==> config.mk <==
export PLATFORM = sky130hd
export DESIGN_NAME = pipe_ctrl
export DESIGN_NICKNAME = d
export VERILOG_FILES = /design/src/rtl/pipe_ctrl_pkg.sv /design/src/rtl/pipe_ctrl_decode.sv /design/src/rtl/pipe_ctrl.sv
export SDC_FILE = /design/constraint.sdc
export NUM_CORES = 1
export LEC_CHECK = 0
export BUFFER_PORTS_ARGS = -buffer_cell sky130_fd_sc_hd__buf_4
export CORE_MARGIN = 2
export CORE_UTILIZATION = 47
export CTS_CLUSTER_DIAMETER = 50
export DETAILED_ROUTE_END_ITERATION = 10
export PLACE_DENSITY = 0.78
export SLEW_MARGIN = 25
export SYNTH_ARGS = -nofsm -noshare
export SYNTH_HDL_FRONTEND = slang
export SYNTH_SLANG_ARGS = --single-unit
export TNS_END_PERCENT = 1
==> constraint.sdc <==
create_clock -name clk -period 2.2 [get_ports clk]
set_input_delay 0.22 -clock clk [delete_from_list [all_inputs] [get_ports clk]]
set_output_delay 0.22 -clock clk [all_outputs]
set_load 0.03 [all_outputs]
==> src/rtl/pipe_ctrl_pkg.sv <==
// Shared constants and types for the pipelined RV32I control unit.
package pipe_ctrl_pkg;

    // Major opcodes (instr[6:0])
    localparam logic [6:0] OP_R      = 7'b0110011;
    localparam logic [6:0] OP_I      = 7'b0010011;
    localparam logic [6:0] OP_LOAD   = 7'b0000011;
    localparam logic [6:0] OP_STORE  = 7'b0100011;
    localparam logic [6:0] OP_BRANCH = 7'b1100011;
    localparam logic [6:0] OP_JAL    = 7'b1101111;
    localparam logic [6:0] OP_JALR   = 7'b1100111;
    localparam logic [6:0] OP_LUI    = 7'b0110111;
    localparam logic [6:0] OP_AUIPC  = 7'b0010111;
    localparam logic [6:0] OP_SYSTEM = 7'b1110011;

    // Branch funct3 encodings
    localparam logic [2:0] F3_BEQ  = 3'b000;
    localparam logic [2:0] F3_BNE  = 3'b001;
    localparam logic [2:0] F3_BLT  = 3'b100;
    localparam logic [2:0] F3_BGE  = 3'b101;
    localparam logic [2:0] F3_BLTU = 3'b110;
    localparam logic [2:0] F3_BGEU = 3'b111;

    // Next-PC select
    localparam logic [1:0] PCSRC_PC4 = 2'b00;
    localparam logic [1:0] PCSRC_IMM = 2'b01;
    localparam logic [1:0] PCSRC_ALU = 2'b10;

    // Write-back mux select
    localparam logic [1:0] RES_ALU = 2'b00;
    localparam logic [1:0] RES_MEM = 2'b01;
    localparam logic [1:0] RES_PC4 = 2'b10;
    localparam logic [1:0] RES_CSR = 2'b11;

    // ALU A operand select
    localparam logic [1:0] SRCA_RS1  = 2'b00;
    localparam logic [1:0] SRCA_PC   = 2'b01;
    localparam logic [1:0] SRCA_ZERO = 2'b10;

    // Immediate formats; 0 means no immediate used
    localparam logic [2:0] IMM_NONE = 3'd0;
    localparam logic [2:0] IMM_I    = 3'd1;
    localparam logic [2:0] IMM_S    = 3'd2;
    localparam logic [2:0] IMM_B    = 3'd3;
    localparam logic [2:0] IMM_J    = 3'd4;
    localparam logic [2:0] IMM_U    = 3'd5;

    // ALU operations; 0 is reserved for a bubble so it never aliases a real op
    localparam logic [4:0] ALU_NOP  = 5'd0;
    localparam logic [4:0] ALU_ADD  = 5'd1;
    localparam logic [4:0] ALU_SUB  = 5'd2;
    localparam logic [4:0] ALU_SLL  = 5'd3;
    localparam logic [4:0] ALU_SLT  = 5'd4;
    localparam logic [4:0] ALU_SLTU = 5'd5;
    localparam logic [4:0] ALU_XOR  = 5'd6;
    localparam logic [4:0] ALU_SRL  = 5'd7;
    localparam logic [4:0] ALU_SRA  = 5'd8;
    localparam logic [4:0] ALU_OR   = 5'd9;
    localparam logic [4:0] ALU_AND  = 5'd10;

    // E-stage control bundle (ALU op and immediate select travel separately
    // because their widths are parameters of the top)
    typedef struct packed {
        logic       reg_write;
        logic [1:0] result_src;
        logic       mem_write;
        logic       branch;
        logic       jal;
        logic       jalr;
        logic [2:0] funct3;
        logic [1:0] alu_src_a;
        logic       alu_src_b;
        logic       illegal;
    } ctrl_t;

    // M- and W-stage bundles only keep what those stages consume
    typedef struct packed {
        logic       reg_write;
        logic [1:0] result_src;
        logic       mem_write;
    } ctrl_m_t;

    typedef struct packed {
        logic       reg_write;
        logic [1:0] result_src;
    } ctrl_w_t;

    localparam ctrl_t CTRL_BUBBLE = '0;

    typedef enum logic {
        CSR_IDLE  = 1'b0,
        CSR_DRAIN = 1'b1
    } csr_state_t;

    // Arithmetic op from funct3; alt selects SUB/SRA
    function automatic logic [4:0] alu_op(input logic [2:0] f3, input logic alt);
        logic [4:0] op;
        case (f3)
            3'b000:  op = alt ? ALU_SUB : ALU_ADD;
            3'b001:  op = ALU_SLL;
            3'b010:  op = ALU_SLT;
            3'b011:  op = ALU_SLTU;
            3'b100:  op = ALU_XOR;
            3'b101:  op = alt ? ALU_SRA : ALU_SRL;
            3'b110:  op = ALU_OR;
            default: op = ALU_AND;
        endcase
        return op;
    endfunction

endpackage

==> src/rtl/pipe_ctrl_decode.sv <==
// Combinational D-stage decoder: opcode/funct3/funct7[5] to control bundle.
module ctrl_decode
    import pipe_ctrl_pkg::*;
#(
    parameter int ALUCTRL_W = 5,
    parameter int IMMSRC_W  = 3,
    parameter bit CSR_EN    = 1'b1
) (
    input  logic [6:0]           opcode,
    input  logic [2:0]           funct3,
    input  logic                 funct7_5,
    output ctrl_t                ctrl,
    output logic [ALUCTRL_W-1:0] alu_ctrl,
    output logic [IMMSRC_W-1:0]  imm_src
);

    // Opcode decode; unknown opcodes leave everything zero except illegal
    always_comb begin
        ctrl     = CTRL_BUBBLE;
        alu_ctrl = '0;
        imm_src  = '0;
        case (opcode)
            OP_R: begin
                ctrl.reg_write = 1'b1;
                alu_ctrl       = ALUCTRL_W'(alu_op(funct3, funct7_5));
            end
            OP_I: begin
                ctrl.reg_write = 1'b1;
                ctrl.alu_src_b = 1'b1;
                alu_ctrl       = ALUCTRL_W'(alu_op(funct3, funct7_5 && (funct3 == 3'b101)));
                imm_src        = IMMSRC_W'(IMM_I);
            end
            OP_LOAD: begin
                ctrl.reg_write  = 1'b1;
                ctrl.result_src = RES_MEM;
                ctrl.alu_src_b  = 1'b1;
                alu_ctrl        = ALUCTRL_W'(ALU_ADD);
                imm_src         = IMMSRC_W'(IMM_I);
            end
            OP_STORE: begin
                ctrl.mem_write = 1'b1;
                ctrl.alu_src_b = 1'b1;
                alu_ctrl       = ALUCTRL_W'(ALU_ADD);
                imm_src        = IMMSRC_W'(IMM_S);
            end
            OP_BRANCH: begin
                ctrl.branch = 1'b1;
                ctrl.funct3 = funct3;
                alu_ctrl    = ALUCTRL_W'(ALU_SUB);
                imm_src     = IMMSRC_W'(IMM_B);
            end
            OP_JAL: begin
                ctrl.reg_write  = 1'b1;
                ctrl.result_src = RES_PC4;
                ctrl.jal        = 1'b1;
                ctrl.alu_src_a  = SRCA_PC;
                ctrl.alu_src_b  = 1'b1;
                alu_ctrl        = ALUCTRL_W'(ALU_ADD);
                imm_src         = IMMSRC_W'(IMM_J);
            end
            OP_JALR: begin
                ctrl.reg_write  = 1'b1;
                ctrl.result_src = RES_PC4;
                ctrl.jalr       = 1'b1;
                ctrl.alu_src_b  = 1'b1;
                alu_ctrl        = ALUCTRL_W'(ALU_ADD);
                imm_src         = IMMSRC_W'(IMM_I);
            end
            OP_LUI: begin
                ctrl.reg_write = 1'b1;
                ctrl.alu_src_a = SRCA_ZERO;
                ctrl.alu_src_b = 1'b1;
                alu_ctrl       = ALUCTRL_W'(ALU_ADD);
                imm_src        = IMMSRC_W'(IMM_U);
            end
            OP_AUIPC: begin
                ctrl.reg_write = 1'b1;
                ctrl.alu_src_a = SRCA_PC;
                ctrl.alu_src_b = 1'b1;
                alu_ctrl       = ALUCTRL_W'(ALU_ADD);
                imm_src        = IMMSRC_W'(IMM_U);
            end
            OP_SYSTEM: begin
                // Without CSR support SYSTEM is a harmless no-op, not illegal
                if (CSR_EN) begin
                    ctrl.reg_write  = 1'b1;
                    ctrl.result_src = RES_CSR;
                end
            end
            default: begin
                ctrl.illegal = 1'b1;
            end
        endcase
    end

endmodule

==> src/rtl/pipe_ctrl.sv <==
// Pipelined control unit: D decode, E/M/W control registers, branch
// resolution in E and the CSR drain FSM that serialises SYSTEM instructions.
//
// Issue rule: the instruction in D moves into E only when valid_d is high and
// nothing holds it back (stall_d, flush_e, a redirect from E, or a CSR drain);
// in every other cycle E is loaded with an all-zero bubble.
module pipe_ctrl
    import pipe_ctrl_pkg::*;
#(
    parameter int ALUCTRL_W = 5,
    parameter int IMMSRC_W  = 3,
    parameter bit CSR_EN    = 1'b1,
    parameter int DRAIN_CYC = 3
) (
    input  logic                 clk,
    input  logic                 n_rst,
    input  logic [31:0]          instr_d,
    input  logic                 valid_d,
    input  logic                 stall_d,
    input  logic                 flush_e,
    input  logic                 n_flag,
    input  logic                 z_flag,
    input  logic                 c_flag,
    input  logic                 v_flag,
    output logic [IMMSRC_W-1:0]  imm_src_d,
    output logic [ALUCTRL_W-1:0] alu_ctrl_e,
    output logic [1:0]           alu_src_a_e,
    output logic                 alu_src_b_e,
    output logic                 mem_write_m,
    output logic [1:0]           result_src_w,
    output logic                 reg_write_m,
    output logic                 reg_write_w,
    output logic [1:0]           pc_src_e,
    output logic                 flush_d,
    output logic                 stall_req,
    output logic                 csr_busy,
    output logic                 illegal_e
);

    localparam logic [2:0] DRAIN_LOAD = 3'(DRAIN_CYC);

    ctrl_t                dec_ctrl;
    logic [ALUCTRL_W-1:0] dec_alu;
    ctrl_t                e_q;
    logic [ALUCTRL_W-1:0] alu_e_q;
    ctrl_m_t              m_q;
    ctrl_w_t              w_q;
    csr_state_t           state, state_nxt;
    logic [2:0]           cnt, cnt_nxt;
    logic                 taken;
    logic                 load_bubble;
    logic                 csr_issue;
    logic                 unused_instr_bits;

    // Register indices and immediate bits are the datapath's business
    assign unused_instr_bits = ^{instr_d[31], instr_d[29:15], instr_d[11:7]};

    ctrl_decode #(
        .ALUCTRL_W (ALUCTRL_W),
        .IMMSRC_W  (IMMSRC_W),
        .CSR_EN    (CSR_EN)
    ) u_decode (
        .opcode   (instr_d[6:0]),
        .funct3   (instr_d[14:12]),
        .funct7_5 (instr_d[30]),
        .ctrl     (dec_ctrl),
        .alu_ctrl (dec_alu),
        .imm_src  (imm_src_d)
    );

    // Branch condition from the E-stage compare flags (C=1 means no borrow)
    always_comb begin
        taken = 1'b0;
        if (e_q.branch) begin
            case (e_q.funct3)
                F3_BEQ:  taken = z_flag;
                F3_BNE:  taken = !z_flag;
                F3_BLT:  taken = n_flag ^ v_flag;
                F3_BGE:  taken = !(n_flag ^ v_flag);
                F3_BLTU: taken = !c_flag;
                F3_BGEU: taken = c_flag;
                default: taken = 1'b0;
            endcase
        end
    end

    // Next-PC select; jal and jalr are mutually exclusive by decode
    always_comb begin
        pc_src_e = PCSRC_PC4;
        if (e_q.jalr) begin
            pc_src_e = PCSRC_ALU;
        end else if (e_q.jal || taken) begin
            pc_src_e = PCSRC_IMM;
        end
    end

    assign flush_d   = (pc_src_e != PCSRC_PC4);
    assign stall_req = (state == CSR_DRAIN);
    assign csr_busy  = (state == CSR_DRAIN);

    assign load_bubble = flush_e || flush_d || stall_d || stall_req || !valid_d;

    // A CSR starts draining only when it really lands in E (never while draining)
    assign csr_issue = CSR_EN && (instr_d[6:0] == OP_SYSTEM) && valid_d && !stall_d
                       && !flush_e && (pc_src_e == PCSRC_PC4);

    // Stage registers: E may take a bubble, M and W always advance
    always_ff @(posedge clk or negedge n_rst) begin
        if (!n_rst) begin
            e_q     <= CTRL_BUBBLE;
            alu_e_q <= '0;
            m_q     <= '0;
            w_q     <= '0;
        end else begin
            if (load_bubble) begin
                e_q     <= CTRL_BUBBLE;
                alu_e_q <= '0;
            end else begin
                e_q     <= dec_ctrl;
                alu_e_q <= dec_alu;
            end
            m_q.reg_write  <= e_q.reg_write;
            m_q.result_src <= e_q.result_src;
            m_q.mem_write  <= e_q.mem_write;
            w_q.reg_write  <= m_q.reg_write;
            w_q.result_src <= m_q.result_src;
        end
    end

    // CSR FSM state and drain counter
    always_ff @(posedge clk or negedge n_rst) begin
        if (!n_rst) begin
            state <= CSR_IDLE;
            cnt   <= '0;
        end else begin
            state <= state_nxt;
            cnt   <= cnt_nxt;
        end
    end

    // CSR FSM next state: count DRAIN_CYC stall cycles, leave when counter reads 1
    always_comb begin
        state_nxt = state;
        cnt_nxt   = cnt;
        case (state)
            CSR_IDLE: begin
                if (csr_issue) begin
                    state_nxt = CSR_DRAIN;
                    cnt_nxt   = DRAIN_LOAD;
                end
            end
            CSR_DRAIN: begin
                if (cnt == 3'd1) begin
                    state_nxt = CSR_IDLE;
                    cnt_nxt   = '0;
                end else begin
                    cnt_nxt = cnt - 3'd1;
                end
            end
            default: begin
                state_nxt = CSR_IDLE;
                cnt_nxt   = '0;
            end
        endcase
    end

    assign alu_ctrl_e   = alu_e_q;
    assign alu_src_a_e  = e_q.alu_src_a;
    assign alu_src_b_e  = e_q.alu_src_b;
    assign illegal_e    = e_q.illegal;
    assign mem_write_m  = m_q.mem_write;
    assign reg_write_m  = m_q.reg_write;
    assign reg_write_w  = w_q.reg_write;
    assign result_src_w = w_q.result_src;

endmodule
# == Word-level counts from Yosys, hierarchy flattened ==
# Index checks and enable logic that the tools add are counted.
# word_totals
regBits,30
output_inout_bits,22
# classes
reduce_logical,28
muxes,30
eq_ne,23
n_addsub,1
n_bitwise,2
# ops
op,count
5-bit one-hot mux with 7 select lines,2
7-bit equality test (second input constant),4
3-bit equality test (second input constant),7
7-bit by 6-bit equality test with 1-bit output (second input constant),3
5-bit one-hot mux with 4 select lines,1
3-bit one-hot mux with 5 select lines,1
7-bit by 5-bit equality test with 1-bit output (second input constant),2
14-bit two-way mux,1
1-bit two-way mux,11
10-bit OR reduction,1
3-bit by 1-bit equality test with 1-bit output (second input constant),3
3-bit two-way mux,3
4-bit two-way mux,2
8-bit OR reduction,1
7-bit by 2-bit equality test with 1-bit output (second input constant),1
7-bit OR reduction,1
3-bit by 2-bit equality test with 1-bit output (second input constant),2
1-bit zero test,6
3-bit zero test,2
2-bit two-way mux,3
1-bit one-hot mux with 6 select lines,1
2-bit one-hot mux with 3 select lines,1
3-bit one-hot mux with 2 select lines,1
2-bit OR reduction,3
13 further kinds,21

# == Longest topological paths before layout ==
# logic_depth
ltp_word,13
ltp_mapped,6

# == Hierarchy ==
# From an unflattened synthesis, not the netlist that was laid out.
# hier_totals
cells_unflattened,159
area_unflattened_um2,1652.8
# modules_own_cells
module,area_per_inst_um2,n_inst,cells_per_inst
pipe_ctrl,1196.1,1,89
ctrl_decode,456.7,1,70

# == Worst setup path before layout ==
# Ideal clock, no wire load.
# synth_path
path_type,input port to output port
from,input instr_d[5]
to,output imm_src_d[0]
setup_slack_ns,-0.257
cell_stages,3
arrival_ns,2.237
cell_sequence,clkbuf_1 > nand2b_1 > a2111oi_0
# synth_via
elab_chain_len,3
# synth_lines
item,line,rtl
from (decl),pipe_ctrl.sv:17,"input logic [31:0] instr_d,"
"7-bit by 5-bit equality test with 1-bit output, or another cell as far along",pipe_ctrl_decode.sv:22,case (opcode)
3-bit OR reduction (no source line) / 2-bit OR reduction (equally long branches),-,
3-bit one-hot mux with 5 select lines *,pipe_ctrl_decode.sv:22,
to (decl),pipe_ctrl.sv:25,"output logic [IMMSRC_W-1:0] imm_src_d,"
# Every way passes the cells marked *; elsewhere a longest branch is shown, timed or not.

# == Final worst setup path ==
# layout_path
from,register e_q[4] in the netlist's numbering
to,output flush_d
# layout_via
elab_chain_len,7
# layout_lines
item,line,rtl
from (decl),pipe_ctrl.sv:44,ctrl_t e_q;
from (signal assigned),pipe_ctrl.sv:119,e_q <= dec_ctrl;
"3-bit equality test, or another cell as far along",pipe_ctrl.sv:75,case (e_q.funct3)
1-bit one-hot mux with 6 select lines *,pipe_ctrl.sv:75,
1-bit two-way mux *,pipe_ctrl.sv:74,if (e_q.branch) begin
1-bit logical OR *,pipe_ctrl.sv:92,end else if (e_q.jal || taken) begin
1-bit two-way mux *,pipe_ctrl.sv:92,
2-bit two-way mux *,pipe_ctrl.sv:90,if (e_q.jalr) begin
2-bit nonzero test *,pipe_ctrl.sv:97,assign flush_d = (pc_src_e != PCSRC_PC4);
to (decl),pipe_ctrl.sv:34,"output logic flush_d,"
# Marks and branches as above.

==> results_dict.tcl <==
set metrics [dict create \
    seq_power_share_pct 53.8 \
    top_usage_layer "met2" \
    clk-insertion-delay-late_ns 0.32 \
    drt_first_iter_violations 22 \
    cts_htree_levels 2 \
    synth.net_count 189 \
    grt_max_degree 30 \
    fp.dieH_um 61.2 \
    dp_hpwl_um 2190 \
    rsz0062_at_grt "false" \
    max_freq_mhz 492 \
    cts_tree "built" \
    cts_sinks 29 \
    use_met1_pct 23.9 \
    synth_edf_count 0 \
    crit_path_end_kind "primary output" \
    place_area_sq_um 1820 \
    setup.worst_path.class "register to primary output" \
    first_global_vias 1085 \
    cts_setup_buffers 0 \
    yosysSeqAreaShare_pct 47.1 \
    antenna_found_initial 0 \
    avgSynthCellArea_sq_um 10.5 \
    root_buffer "clkbuf_4" \
    tightest_slew_ns 0.549 \
    synth-seq-cells 29 \
    setup_violations 0 \
    synth.distinct_cells 44 \
    die-area_sq_um 3750 \
    power_mw 1.08 \
    vias_per_cell 5.43 \
    setup_tns_ns 0 \
    numCtsBuffers 5 \
    p_leak_nw 0.879 \
    start_kind "register" \
    intPower_mw 0.775 \
    skew_ns 0.00206 \
    clk_pin_slew_ns 0.08 \
    globalRouteOverflowTotal 0 \
    synth_area_sq_um 1540 \
    min_path_type "primary input to register" \
    p_clk_share_pct 26.9 \
    fin_crit_sh_pct 92.4 \
    syn_inst 146 \
    outcome "finished, final reports clean" \
    ant_nets 0 \
    slew_viol_final 0 \
    coreArea_sq_um 3080 \
    final_cell_count_no_fill 225 \
    route.vias.total 1222 \
    drive_above_1_share_pct 36.5 \
    final_common_cell "buf_4" \
    hold_viol 0 \
    drv_cap 0 \
    holdWs_ns 0.168 \
    slew_headroom_pct 63.1 \
    post-route-min-period_ns 2.03 \
    rows 20 \
    dp_cells 216 \
    clockBufferDepth 2 \
    nFillCells 265 \
    synthArstFlopShare_pct 100 \
    regArea_sq_um 726 \
    worstPathRequired_ns 1.98 \
    p_sw_mw 0.304 \
    r2r_slack_ns 0.39 \
    routabilityCongestion 0.854 \
    powerDensity_nw_per_um2 573 \
    comb_power_share_pct 19.3 \
    vdd_drop_max_mv 0.247 \
    pin_count 63 \
    routed_wl_um 2990 \
    grtUsageTotal_pct 18.2 \
    numPortBuffers 40 \
    diodes 0 \
    dp_slack_ns 0.395 \
    crit_fanout 5 \
    area_growth_syn_to_layout_pct 22.3 \
    p_sw_share_pct 28.1 \
    arrival_ns 1.81 \
    synthFlopType "dfrtp_1" \
    grt.met3_usage_pct 4.41 \
    nNetsFinal 223 \
    setup_ws_ns 0.168 \
    initial_core_util_pct 50.0 \
    grt.met2_usage_pct 28.4 \
    die_w_um 61.2 \
    wire_per_inst_um 13.3 \
    ys_warn_count 0 \
    final_cell_mix "buf_4 (42), dfrtp_1 (29), nand2_1 (12)" \
    fin_util_pct 61.2 \
    fin_area_sq_um 1880 \
    grt_first_pass_wirelength_um 4940 \
    multi_input_area_sq_um 712 \
    firstDrtPassIters 4 \
    drc 0 \
]
[power by group through the flow]
stage / clock network, mW / registers [mW] / logic, mW
after floorplan: 0 / 0.591 / 0.135
after global routing: 0.332 / 0.584 / 0.236
after detailed placement: 0 / 0.591 / 0.206
after CTS: 0.298 / 0.581 / 0.209
after global placement: 0 / 0.589 / 0.193
final: 0.290 / 0.581 / 0.208
[metal layers]
metal / share of wire, % / vias to the layer above
met5: 0 / -
met4: 1.8 / 0
met3: 6.2 / 5
met2: 49 / 44
met1: 43 / 578
li1: - / 595
[worst paths after layout]
check / start / endpoint / cells after the start
max: e_q[4]$_DFF_PN0_ / flush_d / 5
min: instr_d[6] / e_q[10]$_DFF_PN0_ / 2
max reg2reg: e_q[4]$_DFF_PN0_ / csr_busy$_DFF_PN0_ / 5
min reg2reg: m_q[2]$_DFF_PN0_ / result_src_w[1]$_DFF_PN0_ / 0
max in group asynchronous: n_rst / cnt[0]$_DFFE_PN0P_ / 2
min in group asynchronous: n_rst / e_q[5]$_DFF_PN0_ / 2
[area by class of cell]
cell class | instances | area share [%]
tap | 44 | 2.92
inverter | 4 | 0.797
clock buffer | 6 | 2.19
timing repair buffer | 43 | 17.3
multi-input combinational | 97 | 37.8
sequential | 29 | 38.5
clock inverter | 2 | 0.531
[logic make-up after synthesis]
| family | Yosys count | share of synthesized area (%) |
|---|---|---|
| buffers and inverters | 20 | 7.15 |
| XOR/XNOR | 2 | 2.03 |
| multiplexers | 2 | 1.30 |
| other | 1 | 0.243 |
| AO/OA/AOI/OAI | 29 | 14.7 |
| flip-flops | 29 | 47.1 |
| adder cells (fa/ha/maj) | 2 | 1.62 |
| AND/OR/NAND/NOR | 61 | 25.8 |
[flip-flops by register name, indices dropped and copies added (netlist names)]
register and cells:
illegal_e 1, reg_write_w 1, e_q 10, cnt 3
m_q 2, csr_busy 1, alu_src_a_e 2, mem_write_m 1
alu_src_b_e 1, reg_write_m 1, alu_ctrl_e 4, result_src_w 2
[synth_stat cells, drive strengths merged, types with 2 or more instances]
| cell type | number | share of area (%) |
|---|---|---|
| a2111oi | 2 | 1.5 |
| a211oi | 3 | 1.5 |
| a21o | 2 | 0.97 |
| a21oi | 6 | 1.9 |
| a221o | 2 | 1.3 |
| a31oi | 4 | 1.6 |
| buf | 8 | 4.2 |
| clkbuf | 8 | 1.9 |
| dfrtp | 29 | 47 |
| ha | 2 | 1.6 |
| inv | 4 | 0.97 |
| mux2i | 2 | 1.3 |
| nand2 | 12 | 2.9 |
| nand2b | 3 | 1.2 |
| nand4b | 3 | 1.7 |
| nor2 | 9 | 2.2 |
| nor2b | 2 | 0.81 |
| nor3 | 14 | 7.5 |
| nor3b | 3 | 1.8 |
| nor4 | 5 | 2.0 |
| nor4b | 2 | 1.9 |
| o21ai | 4 | 1.3 |
| or3 | 2 | 0.81 |
[repair_timing]
action	4_1_cts	5_1_grt
resized for setup	0	1
endpoints found under the hold margin	29	0
hold buffers	1	0
endpoints found under the setup margin	0	2
[critical path: stages (launching register included)]
cell and delay [ns]:
dfrtp_1 0.41, xnor3_1 0.37, nand3b_1 0.12, a31oi_2 0.31, nand2b_1 0.10, buf_4 0.18
(Power assumes the default switching activity.)
